<file path="config.mk">
export PLATFORM = sky130hd
export DESIGN_NAME = mem_nack_retry_buffer
export DESIGN_NICKNAME = d
export VERILOG_FILES = /design/src/rtl/mem_nack_retry_buffer.sv
export SDC_FILE = /design/constraint.sdc
export NUM_CORES = 1
export LEC_CHECK = 0
export ABC_CLOCK_PERIOD_IN_PS = 3100
export BUFFER_PORTS_ARGS = -buffer_cell sky130_fd_sc_hd__buf_2
export CORE_ASPECT_RATIO = 0.9
export CORE_MARGIN = 3
export CORE_UTILIZATION = 30
export CTS_CLUSTER_DIAMETER = 100
export DETAILED_ROUTE_END_ITERATION = 8
export MAX_ROUTING_LAYER = met4
export PLACE_DENSITY = 0.5
export SYNTH_ARGS = -nofsm -noshare
export SYNTH_HDL_FRONTEND = slang
export SYNTH_SLANG_ARGS = --single-unit
</file>
<file path="constraint.sdc">
create_clock -name clk -period 3.1 [get_ports clk]
set_clock_uncertainty 0.1 [all_clocks]
set_input_delay 0.31 -clock clk [delete_from_list [all_inputs] [get_ports clk]]
set_output_delay 0.31 -clock clk [all_outputs]
set_load 0.005 [all_outputs]
</file>
<file path="src/rtl/mem_nack_retry_buffer.sv">
// mem_nack_retry_buffer
//   Retry buffer between the crossbar memory port and the L2. It holds every
//   accepted request in a slot until the L2 completes it. A nacked request is
//   re-queued and re-issued without the crossbar seeing the nack. Requests
//   issue in accept order through a FIFO of slot indices.
//
// Ports
//   clk, reset          : clock, asynchronous active-low reset
//   in_req_*            : request from the crossbar (val/rdy handshake)
//   in_resp_*           : non-nacked response beats to the crossbar
//   l2_req_*            : request to the L2 (val/rdy handshake)
//   l2_resp_*           : response beats from the L2, which may carry a nack
//   err_unmatched       : sticky flag, set when an L2 response matches no slot
//
// Optional build macro MEM_RETRY_STATS_EN adds two outputs:
//   nack_count [31:0]   : saturating count of accepted nacks
//   max_retries [7:0]   : largest run of consecutive nacks on one request
`ifndef MEM_ADDR_BITS
`define MEM_ADDR_BITS 32
`endif
`ifndef MEM_DATA_BITS
`define MEM_DATA_BITS 64
`endif
`ifndef MEM_L2TAG_BITS
`define MEM_L2TAG_BITS 8
`endif

module mem_nack_retry_buffer #(
   parameter int unsigned DEPTH     = 4,
   parameter int unsigned ADDR_BITS = `MEM_ADDR_BITS,
   parameter int unsigned DATA_BITS = `MEM_DATA_BITS,
   parameter int unsigned TAG_BITS  = `MEM_L2TAG_BITS
) (
   input  logic                 clk,
   input  logic                 reset,
   input  logic                 in_req_val,
   output logic                 in_req_rdy,
   input  logic [1:0]           in_req_rw,
   input  logic [ADDR_BITS-1:0] in_req_addr,
   input  logic [DATA_BITS-1:0] in_req_data,
   input  logic [TAG_BITS-1:0]  in_req_tag,
   output logic                 in_resp_val,
   output logic                 in_resp_nack,
   output logic [DATA_BITS-1:0] in_resp_data,
   output logic [TAG_BITS-1:0]  in_resp_tag,
   output logic                 l2_req_val,
   input  logic                 l2_req_rdy,
   output logic [1:0]           l2_req_rw,
   output logic [ADDR_BITS-1:0] l2_req_addr,
   output logic [DATA_BITS-1:0] l2_req_data,
   output logic [TAG_BITS-1:0]  l2_req_tag,
   input  logic                 l2_resp_val,
   input  logic                 l2_resp_nack,
   input  logic [DATA_BITS-1:0] l2_resp_data,
   input  logic [TAG_BITS-1:0]  l2_resp_tag,
   output logic                 err_unmatched
`ifdef MEM_RETRY_STATS_EN
   ,
   output logic [31:0]          nack_count,
   output logic [7:0]           max_retries
`endif
);

   localparam int unsigned IDX_W = (DEPTH > 1) ? $clog2(DEPTH) : 1;
   localparam int unsigned CNT_W = $clog2(DEPTH + 1);
   typedef logic [IDX_W-1:0] idx_t;

   logic [DEPTH-1:0]     alloc_q, alloc_d;
   logic [1:0]           rw_q   [DEPTH];
   logic [1:0]           rw_d   [DEPTH];
   logic [ADDR_BITS-1:0] addr_q [DEPTH];
   logic [ADDR_BITS-1:0] addr_d [DEPTH];
   logic [DATA_BITS-1:0] data_q [DEPTH];
   logic [DATA_BITS-1:0] data_d [DEPTH];
   logic [TAG_BITS-1:0]  tag_q  [DEPTH];
   logic [TAG_BITS-1:0]  tag_d  [DEPTH];
   logic [1:0]           beat_q [DEPTH];
   logic [1:0]           beat_d [DEPTH];

   idx_t                 fifo_q [DEPTH];
   idx_t                 fifo_d [DEPTH];
   idx_t                 rd_ptr_q, rd_ptr_d, wr_ptr_q, wr_ptr_d;
   logic [CNT_W-1:0]     cnt_q, cnt_d;

   logic                 rdy_en_q, rdy_en_d;
   logic                 err_q, err_d;

   logic                 free_found, tag_busy, resp_hit;
   idx_t                 free_idx, resp_idx, head_idx;
   logic                 acc, pop, nack_push, ack_hit;
   logic [1:0]           push_n;

   // Slot lookups use registered state only, so a slot freed this cycle
   // becomes allocatable on the next one.
   always_comb begin
      free_found = 1'b0;
      free_idx   = '0;
      tag_busy   = 1'b0;
      resp_hit   = 1'b0;
      resp_idx   = '0;
      for (int unsigned i = 0; i < DEPTH; i++) begin
         if (!alloc_q[i] && !free_found) begin
            free_found = 1'b1;
            free_idx   = idx_t'(i);
         end
         if (alloc_q[i] && (tag_q[i] == in_req_tag)) tag_busy = 1'b1;
         if (alloc_q[i] && (tag_q[i] == l2_resp_tag)) begin
            resp_hit = 1'b1;
            resp_idx = idx_t'(i);
         end
      end
   end

   // rdy_en_q keeps in_req_rdy low while reset is held and until the first edge after release.
   assign in_req_rdy   = rdy_en_q & free_found & ~tag_busy;
   assign head_idx     = fifo_q[rd_ptr_q];
   assign l2_req_val   = (cnt_q != '0);
   assign l2_req_rw    = rw_q[head_idx];
   assign l2_req_addr  = addr_q[head_idx];
   assign l2_req_data  = data_q[head_idx];
   assign l2_req_tag   = tag_q[head_idx];

   assign in_resp_val  = l2_resp_val & resp_hit & ~l2_resp_nack;
   assign in_resp_nack = 1'b0;
   assign in_resp_data = l2_resp_data;
   assign in_resp_tag  = l2_resp_tag;
   assign err_unmatched = err_q;

   assign acc       = in_req_val & in_req_rdy;
   assign pop       = l2_req_val & l2_req_rdy;
   assign nack_push = l2_resp_val & resp_hit & l2_resp_nack;
   assign ack_hit   = l2_resp_val & resp_hit & ~l2_resp_nack;
   assign push_n    = {1'b0, nack_push} + {1'b0, acc};

   always_comb begin
      alloc_d  = alloc_q;
      rw_d     = rw_q;
      addr_d   = addr_q;
      data_d   = data_q;
      tag_d    = tag_q;
      beat_d   = beat_q;
      fifo_d   = fifo_q;
      rd_ptr_d = rd_ptr_q;
      wr_ptr_d = wr_ptr_q;
      rdy_en_d = 1'b1;
      err_d    = err_q | (l2_resp_val & ~resp_hit);

      if (ack_hit) begin
         beat_d[resp_idx] = beat_q[resp_idx] + 2'd1;
         if ((rw_q[resp_idx] != 2'b00) || (beat_q[resp_idx] == 2'd3))
            alloc_d[resp_idx] = 1'b0;
      end

      // The nack entry takes the write slot first so a retry lands ahead of
      // a request accepted in the same cycle.
      if (nack_push) begin
         beat_d[resp_idx] = 2'd0;
         fifo_d[wr_ptr_d] = resp_idx;
         wr_ptr_d         = wr_ptr_d + idx_t'(1);
      end

      if (acc) begin
         alloc_d[free_idx] = 1'b1;
         rw_d[free_idx]    = in_req_rw;
         addr_d[free_idx]  = in_req_addr;
         data_d[free_idx]  = in_req_data;
         tag_d[free_idx]   = in_req_tag;
         beat_d[free_idx]  = 2'd0;
         fifo_d[wr_ptr_d]  = free_idx;
         wr_ptr_d          = wr_ptr_d + idx_t'(1);
      end

      if (pop) rd_ptr_d = rd_ptr_q + idx_t'(1);
      cnt_d = cnt_q + CNT_W'(push_n) - CNT_W'(pop);
   end

   always_ff @(posedge clk or negedge reset) begin
      if (!reset) begin
         alloc_q  <= '0;
         rd_ptr_q <= '0;
         wr_ptr_q <= '0;
         cnt_q    <= '0;
         rdy_en_q <= 1'b0;
         err_q    <= 1'b0;
         for (int unsigned i = 0; i < DEPTH; i++) begin
            rw_q[i]   <= '0;
            addr_q[i] <= '0;
            data_q[i] <= '0;
            tag_q[i]  <= '0;
            beat_q[i] <= '0;
            fifo_q[i] <= '0;
         end
      end else begin
         alloc_q  <= alloc_d;
         rw_q     <= rw_d;
         addr_q   <= addr_d;
         data_q   <= data_d;
         tag_q    <= tag_d;
         beat_q   <= beat_d;
         fifo_q   <= fifo_d;
         rd_ptr_q <= rd_ptr_d;
         wr_ptr_q <= wr_ptr_d;
         cnt_q    <= cnt_d;
         rdy_en_q <= rdy_en_d;
         err_q    <= err_d;
      end
   end

`ifdef MEM_RETRY_STATS_EN
   logic [7:0]  retry_q [DEPTH];
   logic [7:0]  retry_d [DEPTH];
   logic [31:0] nack_count_q, nack_count_d;
   logic [7:0]  max_retries_q, max_retries_d;
   logic [7:0]  retry_new;

   // Per-slot run of consecutive nacks; a request completes on its first ack,
   // so the run only needs clearing when the slot is re-allocated.
   always_comb begin
      retry_d       = retry_q;
      nack_count_d  = nack_count_q;
      max_retries_d = max_retries_q;
      retry_new     = retry_q[resp_idx];
      if (nack_push) begin
         if (nack_count_q != '1) nack_count_d = nack_count_q + 32'd1;
         if (retry_q[resp_idx] != '1) retry_new = retry_q[resp_idx] + 8'd1;
         retry_d[resp_idx] = retry_new;
         if (retry_new > max_retries_q) max_retries_d = retry_new;
      end
      if (acc) retry_d[free_idx] = '0;
   end

   always_ff @(posedge clk or negedge reset) begin
      if (!reset) begin
         nack_count_q  <= '0;
         max_retries_q <= '0;
         for (int unsigned i = 0; i < DEPTH; i++) retry_q[i] <= '0;
      end else begin
         nack_count_q  <= nack_count_d;
         max_retries_q <= max_retries_d;
         retry_q       <= retry_d;
      end
   end

   assign nack_count  = nack_count_q;
   assign max_retries = max_retries_q;
`endif

endmodule

</file>
==> metrics.md <==
| Metric | Value |
|---|---|
| Status | complete, but fails checks |
| Violated checks | negative setup slack |
| Global Route met1 Usage | 20.27% |
| Final wirelength | 54.81 mm |
| Leak Pwr | 11.37 nW |
| Kind of end point of the critical path | output port |
| H-tree lvl count | 2 |
| Most common cell in the netlist | dfrtp_1 |
| Die W | 287.8 µm |
| Fin area | 26520 µm² |
| I/O pin cnt | 367 |
| CTS Buf Count | 53 |
| Via/cell ratio | 4.756 |
| # fillers | 6773 |
| Clock slew at reported path FFs | 0.06 ns |
| Largest area contributor in the netlist | dfrtp_1 |
| Initial antenna violation count | 6 |
| Hold Slack | 0.05213 ns |
| WP data required | 2.69 ns |
| Routed via count | 12800 |
| Hold path cells | 2 |
| RSZ-0062 raised after global routing | yes |
| Worst Tran Pin Value | 0.5714 ns |
| Commonest cells post-synth | dfrtp_1 (453), mux2_2 (418), mux4_2 (108) |
| Reg2reg start | tag_q[17] |
| M3 GR Usage | 3.821% |
| Worst Setup Start Kind | flip-flop |
| DR WL/cell | 20.36 µm |
| HP Class | input port to flip-flop |
| Synth top area share | 52.88% |
| Yosys warning total | 0 |
| Fin. max-slew vios | 0 |
| Crit path cell chain | mux4_4 > buf_16 > buf_4 > mux4_2 > buf_6 |
| Initial Utilization | 30.43% |
| Largest net degree at the start of global routing | 71 |
| Final worst path period share | 101.1% |
| CTS Buffer Depth | 3 |
| DP Area | 23520 µm² |
| Layout cell share with drive strength beyond 1 | 53.55% |
| # rows | 92 |
| Fmax | 318.9 MHz |
| Seq cells post-synth | 453 |
| Gr usage total | 15.30% |
| GRT overflow | 0 |
| Worst Path Arrival | 2.73 ns |
| Final setup fails | 47 |
| Placed cell count | 2469 |
| Worst flop-to-flop path endpoint | alloc_q[2] |
| Initial DRC Count | 507 |
| Global-route wire length before repair | 86.51 mm |
| Share of synthesized flip-flops with an asynchronous set or reset | 100.0% |
| Cells after synthesis | 1406 |
| Area of the multi-input gates | 9047 µm² |
| CTS root buffer | clkbuf_16 |
| Final ANT Viol Nets | 0 |
| RePlAce Congestion | 0.7965 |
| Vias in the first global route | 14240 |
| Fin util | 37.65% |
| First-pass DRT Iterations | 4 |
| Hold Vio Cnt, Final | 0 |
| Register area | 11340 µm² |
| Post-synth EDFFs | 0 |
| Sequential fraction of the synthesis area | 52.88% |
| Mean Syn Cell Area | 15.25 µm² |
| Post-Syn Area | 21440 µm² |
| Peak VDD IR | 0.5450 mV |
| CTS sink cnt | 453 |
| CTS tree | done |
| Slowest stage delay, CP | 0.67 ns |
| WHS Endpoint | tag_q[5] |
| Final Worst Setup Slack | -0.03537 ns |
| Power Total | 29.02 mW |
| Slowest cell on the critical path | mux4_4 |
| Worst Setup Path Type | flip-flop to output port |
| Top Usage Layer GRT | met2 |
| Top FF cell, synth | dfrtp_1 |
| Area contributors post-synth | dfrtp_1 (53%), mux2_2 (22%), mux4_2 (11%), buf_4 (2.7%), xnor2_1 (2.2%) |
| Area Overhead vs Synth | 23.73% |
| Die height | 259.6 µm |
| Setup TNS | -0.6345 ns |
| R2r worst-path depth | 9 |
| Die area | 74700 µm² |
| Max Cap Viol | 0 |
| Worst-Skew Late Latency | 0.60 ns |
| R2R Setup Slk | 0.19 ns |
| Setup WS pre-CTS | 0.1497 ns |
| Slew HR | 61.91% |
| Nets | 1900 |
| Buffers on Ports | 237 |
| Core region area | 70450 µm² |
| GRT met2 Usage | 23.81% |
| Cell variety after synth | 50 |
| Cell Count, Final, Fillers Out | 2692 |
| CP Max Fanout | 16 |
| Buffers plus inverters on the worst setup path | 3 |
| HP Start | in_req_tag[5] |
| Pwr/cell area | 1094 nW/µm² |
| Synth Net Count | 1602 |
| # DRC | 0 |
| Post-layout minimum cycle time | 3.135 ns |
| Post-DP HPWL | 35.25 mm |
| Top Family by Delay on Critical Path | multiplexers |
-- registers in the layout, indices dropped and copies added, names as in the netlist --
register	cells
alloc_q	4
beat_q	8
rdy_en_q	1
fifo_q	8
data_q	256
rw_q	8
cnt_q	3
rd_ptr_q	2
wr_ptr_q	2
addr_q	128
err_unmatched	1
tag_q	32
-- cell families after synthesis --
| kind of cell | Yosys count | share of synthesized area [%] |
|---|---|---|
| mux | 545 | 34.36 |
| flops | 453 | 52.88 |
| buf+inv | 184 | 5.177 |
| simple gates | 92 | 2.382 |
| xor+xnor | 68 | 2.778 |
| compound gates | 50 | 1.617 |
| fa+ha+maj | 12 | 0.7705 |
| other cells | 2 | 0.03504 |
-- metal layers --
metal,up-vias,routed length [µm]
met5,-,0
met4,0,966
met3,80,3196
met2,266,25770
met1,6757,24870
li1,5701,-
-- worst reg2reg max path, cell delays in order (launching register included) --
cell and delay [ns]:
dfrtp_1 0.42, xnor2_1 0.21, nand3_1 0.15, or4_1 0.48
a31o_2 0.27, o21ai_0 0.23, ha_1 0.28, nor3_1 0.07
or4_1 0.40, a21o_1 0.18
-- report_power, final --
part / switching, mW / internal (mW) / total, mW
Clock: 2.57 / 3.58 / 6.14
Sequential: 1.67 / 8.82 / 10.5
Combinational: 5.03 / 7.36 / 12.4
-- layout by cell type (no fill, tap or decap), types with 20 or more instances in the layout --
master         instances
buf_4                 38
xnor2_1               52
buf_12                27
mux2_2               418
nand2_1               20
clkbuf_16             53
dfrtp_1              451
mux4_2               107
dlygate4sd3_1        109
buf_2                232
-- repair_timing --
| item | CTS | global route |
|---|---|---|
| hold endpoints to repair | 480 | 0 |
| gates cloned | 1 | 0 |
| resized for setup | 6 | 5 |
| pin swaps | 0 | 0 |
| endpoints found under the setup margin | 106 | 112 |
| hold buffers | 109 | 0 |
| buffers inserted | 10 | 0 |
-- final cells by class --
| class | count | area share (%) |
|---|---|---|
| well taps | 940 | 4.435 |
| diodes | 6 | 0.05661 |
| clock inverters | 18 | 0.5708 |
| inverters | 13 | 0.1840 |
| clock buffers | 79 | 5.897 |
| multi-input cells | 770 | 34.11 |
| flip-flops and latches | 453 | 42.75 |
| repair buffers | 413 | 11.99 |
-- how the worst max path moves through the flow --
stage | from | cells after the start | slack [ns] | end
6_report | rd_ptr_q[1] | 5 | -0.04 | l2_req_tag[6]
5_1_grt | rd_ptr_q[1] | 5 | -0.13 | l2_req_addr[20]
4_1_cts | rd_ptr_q[1] | 5 | -0.1 | l2_req_addr[19]
3_5_place_dp | in_req_tag[7] | 10 | 0.15 | cnt_q[1]
3_3_place_gp | l2_resp_tag[7] | 10 | 0.11 | alloc_q[2]
2_1_floorplan | l2_resp_tag[7] | 11 | 0.26 | cnt_q[1]
No activity file was read; power rests on OpenSTA's default activity.
